File: src/rtl/tas_avg_writer.sv
// Serial packet receiver: deserialises LSB-first bytes, frames header + N_DATA payload bytes,
// and writes the payload average to RAM at a decrementing, wrapping address.
module tas_avg_writer #(
    parameter int          N_DATA   = 4,
    parameter int          ADDR_W   = 11,
    parameter logic [7:0]  HDR_A    = 8'hA5,
    parameter logic [7:0]  HDR_B    = 8'hC3,
    parameter int          ROUND    = 0,
    parameter int          IDLE_CYC = 16
) (
    input  logic              clk_50,
    input  logic              reset_n,
    input  logic              serial_data,
    input  logic              data_ena,
    output logic              ram_wr_n,
    output logic [7:0]        ram_data,
    output logic [ADDR_W-1:0] ram_addr,
    output logic              hdr_err
);

    localparam int LOG_N  = $clog2(N_DATA);
    localparam int SUM_W  = 8 + LOG_N;
    localparam int IDLE_W = $clog2(IDLE_CYC + 1);
    localparam int RND    = (ROUND != 0) ? (N_DATA / 2) : 0;

    typedef enum logic [1:0] {
        ST_HDR   = 2'd0,
        ST_PAY   = 2'd1,
        ST_WRITE = 2'd2
    } state_t;

    state_t              state_r, state_nxt_s;
    logic [2:0]          bit_cnt_r;
    logic [7:0]          byte_r;
    logic [LOG_N-1:0]    byte_cnt_r, byte_cnt_nxt_s;
    logic [SUM_W-1:0]    sum_r, sum_nxt_s;
    logic [IDLE_W-1:0]   idle_cnt_r;
    logic [ADDR_W-1:0]   addr_r;
    logic                byte_done_s;
    logic [7:0]          full_byte_s;
    logic                hdr_match_s;
    logic                idle_hit_s;
    logic                hdr_err_nxt_s;
    logic                wr_fire_s;
    logic [SUM_W:0]      rnd_sum_s;
    logic [7:0]          avg_s;

    // Clamp a widened average to one byte.
    function automatic logic [7:0] sat8(input logic [SUM_W:0] v);
        if (v > (SUM_W + 1)'(255)) begin
            return 8'hFF;
        end else begin
            return v[7:0];
        end
    endfunction

    assign byte_done_s = data_ena && (bit_cnt_r == 3'd7);
    assign full_byte_s = {serial_data, byte_r[6:0]};
    assign hdr_match_s = (full_byte_s == HDR_A) || (full_byte_s == HDR_B);
    assign idle_hit_s  = !data_ena && (idle_cnt_r == IDLE_W'(IDLE_CYC - 1));
    assign rnd_sum_s   = {1'b0, sum_r} + (SUM_W + 1)'(RND);
    assign avg_s       = sat8(rnd_sum_s >> LOG_N);

    // Bit deserialiser; a long idle gap drops any partial byte.
    always_ff @(posedge clk_50 or negedge reset_n) begin
        if (!reset_n) begin
            bit_cnt_r <= 3'd0;
            byte_r    <= 8'h00;
        end else if (data_ena) begin
            bit_cnt_r         <= bit_cnt_r + 3'd1;
            byte_r[bit_cnt_r] <= serial_data;
        end else if (idle_hit_s) begin
            bit_cnt_r <= 3'd0;
            byte_r    <= 8'h00;
        end
    end

    // Idle-gap counter, saturating once the resync threshold is reached.
    always_ff @(posedge clk_50 or negedge reset_n) begin
        if (!reset_n) begin
            idle_cnt_r <= IDLE_W'(0);
        end else if (data_ena) begin
            idle_cnt_r <= IDLE_W'(0);
        end else if (idle_cnt_r != IDLE_W'(IDLE_CYC)) begin
            idle_cnt_r <= idle_cnt_r + IDLE_W'(1);
        end
    end

    // Framing FSM next-state, accumulator and header-check logic.
    always_comb begin
        state_nxt_s    = state_r;
        sum_nxt_s      = sum_r;
        byte_cnt_nxt_s = byte_cnt_r;
        hdr_err_nxt_s  = 1'b0;
        wr_fire_s      = 1'b0;
        case (state_r)
            ST_HDR, ST_WRITE: begin
                wr_fire_s   = (state_r == ST_WRITE);
                state_nxt_s = ST_HDR;
                if (byte_done_s) begin
                    if (hdr_match_s) begin
                        sum_nxt_s      = {SUM_W{1'b0}};
                        byte_cnt_nxt_s = {LOG_N{1'b0}};
                        state_nxt_s    = ST_PAY;
                    end else begin
                        hdr_err_nxt_s  = 1'b1;
                    end
                end else begin
                    hdr_err_nxt_s = 1'b0;
                end
            end
            ST_PAY: begin
                if (byte_done_s) begin
                    sum_nxt_s      = sum_r + SUM_W'(full_byte_s);
                    byte_cnt_nxt_s = byte_cnt_r + LOG_N'(1);
                    if (byte_cnt_r == LOG_N'(N_DATA - 1)) begin
                        state_nxt_s = ST_WRITE;
                    end else begin
                        state_nxt_s = ST_PAY;
                    end
                end else begin
                    state_nxt_s = ST_PAY;
                end
            end
            default: begin
                state_nxt_s = ST_HDR;
            end
        endcase
        // A pending write is never cancelled by the idle resync.
        if (idle_hit_s && (state_r != ST_WRITE)) begin
            state_nxt_s = ST_HDR;
        end else begin
            state_nxt_s = state_nxt_s;
        end
    end

    // Framing state, accumulator and byte counter registers.
    always_ff @(posedge clk_50 or negedge reset_n) begin
        if (!reset_n) begin
            state_r    <= ST_HDR;
            sum_r      <= {SUM_W{1'b0}};
            byte_cnt_r <= {LOG_N{1'b0}};
        end else begin
            state_r    <= state_nxt_s;
            sum_r      <= sum_nxt_s;
            byte_cnt_r <= byte_cnt_nxt_s;
        end
    end

    // Registered RAM interface; the address counter steps on each strobe.
    always_ff @(posedge clk_50 or negedge reset_n) begin
        if (!reset_n) begin
            ram_wr_n <= 1'b1;
            ram_data <= 8'h00;
            ram_addr <= {ADDR_W{1'b1}};
            addr_r   <= {ADDR_W{1'b1}};
            hdr_err  <= 1'b0;
        end else begin
            ram_wr_n <= !wr_fire_s;
            hdr_err  <= hdr_err_nxt_s;
            if (wr_fire_s) begin
                ram_data <= avg_s;
                ram_addr <= addr_r;
                addr_r   <= addr_r - ADDR_W'(1);
            end
        end
    end

endmodule

File: config.mk
export PLATFORM = sky130hd
export DESIGN_NAME = tas_avg_writer
export DESIGN_NICKNAME = d
export VERILOG_FILES = /design/src/rtl/tas_avg_writer.sv
export SDC_FILE = /design/constraint.sdc
export NUM_CORES = 1
export LEC_CHECK = 0
export ABC_AREA = 1
export BUFFER_PORTS_ARGS = -buffer_cell sky130_fd_sc_hd__buf_2
export CELL_PAD_IN_SITES_DETAIL_PLACEMENT = 0
export CELL_PAD_IN_SITES_GLOBAL_PLACEMENT = 1
export CORE_ASPECT_RATIO = 1.5
export CORE_MARGIN = 2
export CORE_UTILIZATION = 41
export DETAILED_ROUTE_END_ITERATION = 12
export PLACE_DENSITY = 0.85
export SLEW_MARGIN = 25
export SYNTH_ARGS = -nofsm -noshare
export SYNTH_HDL_FRONTEND = slang
export SYNTH_SLANG_ARGS = --single-unit
File: constraint.sdc
create_clock -name clk_50 -period 1.6 [get_ports clk_50]
set_input_delay 0.16 -clock clk_50 [delete_from_list [all_inputs] [get_ports clk_50]]
set_output_delay 0.16 -clock clk_50 [all_outputs]
set_load 0.1 [all_outputs]
**Word-level counts from Yosys, hierarchy flattened**

Index checks and enable logic that the tools add are counted.
W data, S select, Z words.

- Output and inout port bits: 21
- Register bits after elaboration: 62

- Order comparisons: 3
- Equal/unequal tests: 12
- Multiplexer cells: 28
- $add $sub $neg: 5
- Reduce and logical (&&, ||, !) cells: 13

Operators with widths:

| operator | count |
|---|---|
| $mux W10 | 3 |
| $mux W8 | 3 |
| $pmux W10 S2 | 1 |
| $eq A8 B8 Y1 const B | 2 |
| $mux W2 | 6 |
| $sub A11 B1 Y11 const B | 1 |
| $add A10 B8 Y10 | 1 |
| $mux W5 | 2 |
| $bwmux W8 | 1 |
| $gt A8 B8 Y1 const B | 1 |
| $ne A2 B2 Y1 const B | 4 |
| $pmux W2 S2 | 2 |
| $mux W1 | 7 |
| $mux W3 | 2 |
| $reduce_bool A2 Y1 | 3 |
| $add A5 B1 Y5 const B | 1 |
| $eq A5 B4 Y1 const B | 1 |
| $ne A5 B5 Y1 const B | 1 |
| $eq A2 B2 Y1 const B | 2 |
| $logic_and A1 B1 Y1 | 4 |
| $lt A3 B4 Y1 const B | 1 |
| $reduce_and A4 Y1 | 1 |
| $add A3 B1 Y3 const B | 1 |
| $demux W1 S3 | 1 |
| 8 further kinds | 9 |

**Logic depth before layout (Yosys ltp)**

- Depth after elaboration: 6
- Mapped depth: 12
- Mapped depth without buffers: 12

**Least setup slack after synthesis**

OpenSTA, ideal clock, no wires.

- Kind: flip-flop to flip-flop
- Start point: reg byte_r[0]
- End point: reg sum_r[6]
- Library setup time: 0.117 ns
- Path slack: -0.041 ns
- Period minus slack after synthesis: 1.641 ns
- Stages on the path, launching flop included: 12
- Arrival: 1.524 ns
- Path buffers: 0
- Cell sequence: dfrtp_1 > ha_1 > inv_1 > fa_1 > inv_1 > nand3_1 > nand3_1 > nand2_1 > nand2_1 > or2_2 > nand3_1 > nand2_1

- Cells in the longest elaborated chain, start to end: 4
- Elaborated cells between the ends (all ways): 8
- Classes of those cells: add/sub: 1; eq/ne: 3; mux: 2; reduce/logical: 2

Ends and longest elaborated chain:

| what | RTL line | RTL |
|---|---|---|
| start: declaration | 34 | `logic [7:0] byte_r;` |
| start signal: indexed assignment | 71 | `byte_r[bit_cnt_r] <= serial_data;` |
| parallel branches: the longest is 4 deep, another holds $add A10 B8 Y10 | - |  |
| end signal: assignment | 141 | `sum_r <= {SUM_W{1'b0}};` |
| end signal: assignment | 145 | `sum_r <= sum_nxt_s;` |
| end: declaration | 36 | `logic [SUM_W-1:0] sum_r, sum_nxt_s;` |

Parallel ways; which one is timed is not known. The select of a mux whose other input is x is not followed.
A chain may end at the register's enable or synchronous reset.

**Worst setup path after layout**

- Start point: reg byte_r[0]
- End point: reg sum_r[4]

The elaborated chain is that of the path after synthesis.

==> results summary <==
The run finished, with violations left. The final reports fail on negative setup slack. The register-to-register setup slack is -0.01 ns.

The cell area after technology mapping came out at 3070 um2. The initial antenna violation count came out at 0. The pin count of the biggest net entering global routing is 46. The slew at the pin closest to its max-slew limit came out at 0.493 ns. The min-delay analysis places its worst path in the category in2reg. The number of failing hold endpoints at the final stage is 0. The signal on the critical path passes through ha_2 > inv_2 > fa_2 > inv_2 > nand3_2 > nand3_2 > buf_4 > xnor2_2 > nor2_1 > nand2_1 > nand2_1. The count of standard-cell rows came out at 38. The post-route clock period utilization is 101%. The post-detailed-routing wire length came out at 6.33 mm. The count of vias placed by the detailed router came out at 2,444. Adding up every negative setup slack in the final design gives -0.0122 ns. The placed cell count is 488. After synthesis, the largest family of logic cells by area is simple AND/OR/NAND/NOR gates.

The overall track demand over capacity in global routing came out at 16.8%. The leading cell type in the layout, fill and taps excluded is sky130_fd_sc_hd__nand2_1. In this run, the number of DRC markers left after iteration 0 of detailed routing was 110.

Among all stages on the critical path, the largest delay is contributed by sky130_fd_sc_hd__dfrtp_1. The congestion estimate from routability-driven global placement came to 0.834. The tree is rooted in a sky130_fd_sc_hd__clkbuf_8. Relative to the synthesized area, the layout overhead comes to 23.1%. The number of synthesized register bits came out at 61. Setup violations remaining at the end of the flow were counted as 1. The net count after synthesis is 377. The number of violations of the max-capacitance limit came out at 0.

The overall power came out at 4.33 mW. Summing the areas of all compound-gate instances in the mapped netlist gives 7.38% of the synthesized area. The maximum single-stage delay on the critical path is 0.36 ns. TritonCTS built the clock tree.

The wire-length estimate of the detail-placed layout is 4.47 mm. The sequential area share after synthesis came out at 50.7%. Leaving out filler cells and counting taps, the final layout contains 509. The boundary pin count is 25. The combinational fraction of design power is 21.4%.

The final net count is 424. The number of H-tree levels came out at 3. Setup repair after global routing could not meet its margin everywhere. The clock share of power is 35.6%. The share of power burned in registers came out at 43.0%. Across all setup checks in the final design, the least slack found is -0.0122 ns.

The floorplan step defined a die boundary enclosing 8210 um2. For this run, design rule violations remaining after detail routing come to 0. In the layout the commonest cells are sky130_fd_sc_hd__nand2_1, sky130_fd_sc_hd__inv_1, sky130_fd_sc_hd__dfrtp_1. The deepest clock path buffer count came out at 2. STA classifies the critical path startpoint as a register. The TritonCTS buffer count is 9. The cell count after synthesis is 357. The antenna violation net count after detailed routing came out at 0. The simple-gate share of the synthesized area came out at 25.2%. The count of distinct cell types in the synthesized netlist is 31. Global routing finished with a remaining overflow of 0. The CTS sink count is 61. After synthesis, the share of cell area in mux cells is 0%. In the final layout, the share of cells above drive strength 1 is 31.1%. The static power due to leakage came out at 1.87 nW. Net switching is 30.6% of the power. For this design the ratio of total power to cell area is 1150 nW/um2.

The initial standard-cell utilization of the core is 42.5%. Clock skew on the completed layout was measured at 0.00931 ns. Of the total synthesized cell area, the portion taken by XOR and XNOR cells is 3.14%. In this run the tightest slew margin relative to its limit is 67.4%. Dividing the detail-routed via count by the number of cells gives 4.80. The routed length per placed instance is 12.4 um. The core region area is 7230 um2. The minimum period implied by the final worst setup slack is 1.61 ns.

The switching power total came out at 1.33 mW. The max-slew violation total from the final report is 0. The total inserted antenna cells came out at 0. The post-layout utilization of the core came out at 52.3%. Along the worst path, the maximum fanout reaches 3. The worst setup path is captured at a register. The maximum clock frequency is 0.620 GHz. The maximum ir drop on the vdd rail came out at 0.638 mV. The count of synthesis-stage warnings from yosys is 0. Cell internal power was estimated by the tool at 3.01 mW. At the later pin of the worst-skew pair, clock insertion delay measures 0.35 ns. The first-pass detailed-route iteration total is 4.

After synthesis, the share of flip-flops with an asynchronous set or reset is 100%. Data on the critical path is required at its endpoint by 1.84 ns. The adder-cell area share of the yosys netlist came out at 6.76%.

The finished cells cover 3780 um2. The number of synthesized flops with an enable pin came out at 0. In this design, the largest share of critical-path delay is due to adder cells. The floorplan step set the die height to 110 um.

Among all flip-flop cells after synthesis, the most frequent one is sky130_fd_sc_hd__dfrtp_1. The clock input transition at the sequential cells of the worst setup and hold paths came out at 0.07 ns. The number of global-route vias before repair came out at 2,317. The count of buffers inserted at the top-level ports came out at 24. The data arrival time at the worst-slack endpoint is 1.85 ns. Averaged over all synthesized cells, the footprint is 8.60 um2. The wire length of the first global-routing pass came out at 10.3 mm. Measured along the x axis, the die boundary spans 74.7 um. The critical path is of the reg2reg type. Once placement finished, the instance area stood at 3400 um2. The combined buffer and inverter count along the critical path came out at 3.
## kinds of logic (layout without fill, tap and decap cells)
| kind of cell | after synthesis | count (layout) |
|---|---|---|
| compound gates | 42 | 42 |
| xor+xnor | 11 | 11 |
| fa+ha+maj | 16 | 16 |
| buf+inv | 51 | 103 |
| flops | 61 | 61 |
| simple gates | 176 | 176 |
## repair_timing
action	4_1_cts	5_1_grt
pin swaps	3	7
setup endpoints to repair	2	18
gates resized for setup	5	26
buffers inserted	0	4
hold endpoints to repair	16	0
hold buffers	1	0
## layer usage
metal	routed length (um)	vias up	GRT usage (%)
li1	-	1236	-
met1	2560	1159	18.0
met2	3480	40	30.8
met3	188	9	4.18
met4	99	0	6.89
met5	0	-	0
## through the flow
step	setup WS (ns)	hold slack, ns
after global routing	-0.146	0.103
after CTS	-0.0175	0.0757
final	-0.0122	0.0904
after detailed placement	-0.0459	0.132
after global placement	-0.0172	0.126
after floorplan	0.00771	-0.136
## sequential cells by signal, indices dropped and copies added, names as in the netlist
signal / flops
ram_data: 8
hdr_err: 1
state_r: 2
sum_r: 10
byte_r: 7
addr_r: 11
bit_cnt_r: 3
idle_cnt_r: 5
ram_wr_n: 1
ram_addr: 11
byte_cnt_r: 2
## Yosys cell counts (2+ instances only)
cell type | instances | area share, %
sky130_fd_sc_hd__nand2_1 | 98 | 12
sky130_fd_sc_hd__inv_1 | 41 | 5.0
sky130_fd_sc_hd__dfrtp_1 | 38 | 31
sky130_fd_sc_hd__nand3_1 | 30 | 4.9
sky130_fd_sc_hd__nor2_1 | 27 | 3.3
sky130_fd_sc_hd__o21ai_0 | 27 | 4.4
sky130_fd_sc_hd__dfstp_2 | 23 | 20
sky130_fd_sc_hd__ha_1 | 15 | 6.1
sky130_fd_sc_hd__a21oi_1 | 9 | 1.5
sky130_fd_sc_hd__xor2_1 | 8 | 2.3
sky130_fd_sc_hd__nor2_2 | 7 | 1.4
sky130_fd_sc_hd__nand4_1 | 4 | 0.81
sky130_fd_sc_hd__nor3_1 | 4 | 0.65
sky130_fd_sc_hd__inv_2 | 3 | 0.37
sky130_fd_sc_hd__xnor2_1 | 3 | 0.86
sky130_fd_sc_hd__buf_2 | 2 | 0.33
sky130_fd_sc_hd__buf_6 | 2 | 0.73
sky130_fd_sc_hd__nand2_4 | 2 | 0.73
sky130_fd_sc_hd__o21ai_1 | 2 | 0.33
## worst register-to-register path: cells and delay by family, from the launching register on
family,cells,cell delay (ns)
adder cells (fa/ha/maj),2,0.53
XOR/XNOR,1,0.10
buffers and inverters,3,0.22
flip-flops,1,0.36
AND/OR/NAND/NOR,5,0.30
## power groups by stage
stage | sequential, mW | combinational, mW | clock, mW
after floorplan | 1.84 | 0.533 | 0
after global placement | 1.84 | 0.773 | 0
after detailed placement | 1.85 | 0.792 | 0
after CTS | 1.82 | 0.817 | 1.58
after global routing | 1.89 | 1.07 | 1.65
final | 1.86 | 0.926 | 1.54
## final timing paths
kind	startpoint	endpoint	cells after the start
setup / recovery	byte_r[0]$_DFFE_PN0P_	sum_r[4]$_DFFE_PN0P_	11
hold / removal	data_ena	idle_cnt_r[4]$_DFFE_PN0P_	2
setup reg to reg	byte_r[0]$_DFFE_PN0P_	sum_r[4]$_DFFE_PN0P_	11
hold reg to reg	ram_addr[4]$_DFFE_PN1P_	ram_addr[4]$_DFFE_PN1P_	2
max in group asynchronous	reset_n	addr_r[8]$_DFFE_PN1P_	3
min in group asynchronous	reset_n	idle_cnt_r[4]$_DFFE_PN0P_	2
## layout make-up
| cell class | instances | area [um2] |
|---|---|---|
| Inverter | 46 | 175 |
| Multi-Input combinational cell | 245 | 1420 |
| Clock inverter | 7 | 96.3 |
| Timing Repair Buffer | 41 | 275 |
| Tap cell | 100 | 125 |
| Clock buffer | 9 | 124 |
| Sequential cell | 61 | 1560 |
| Fill cell | 719 | 3450 |
Note: power is estimated with default switching activity, not from simulation.
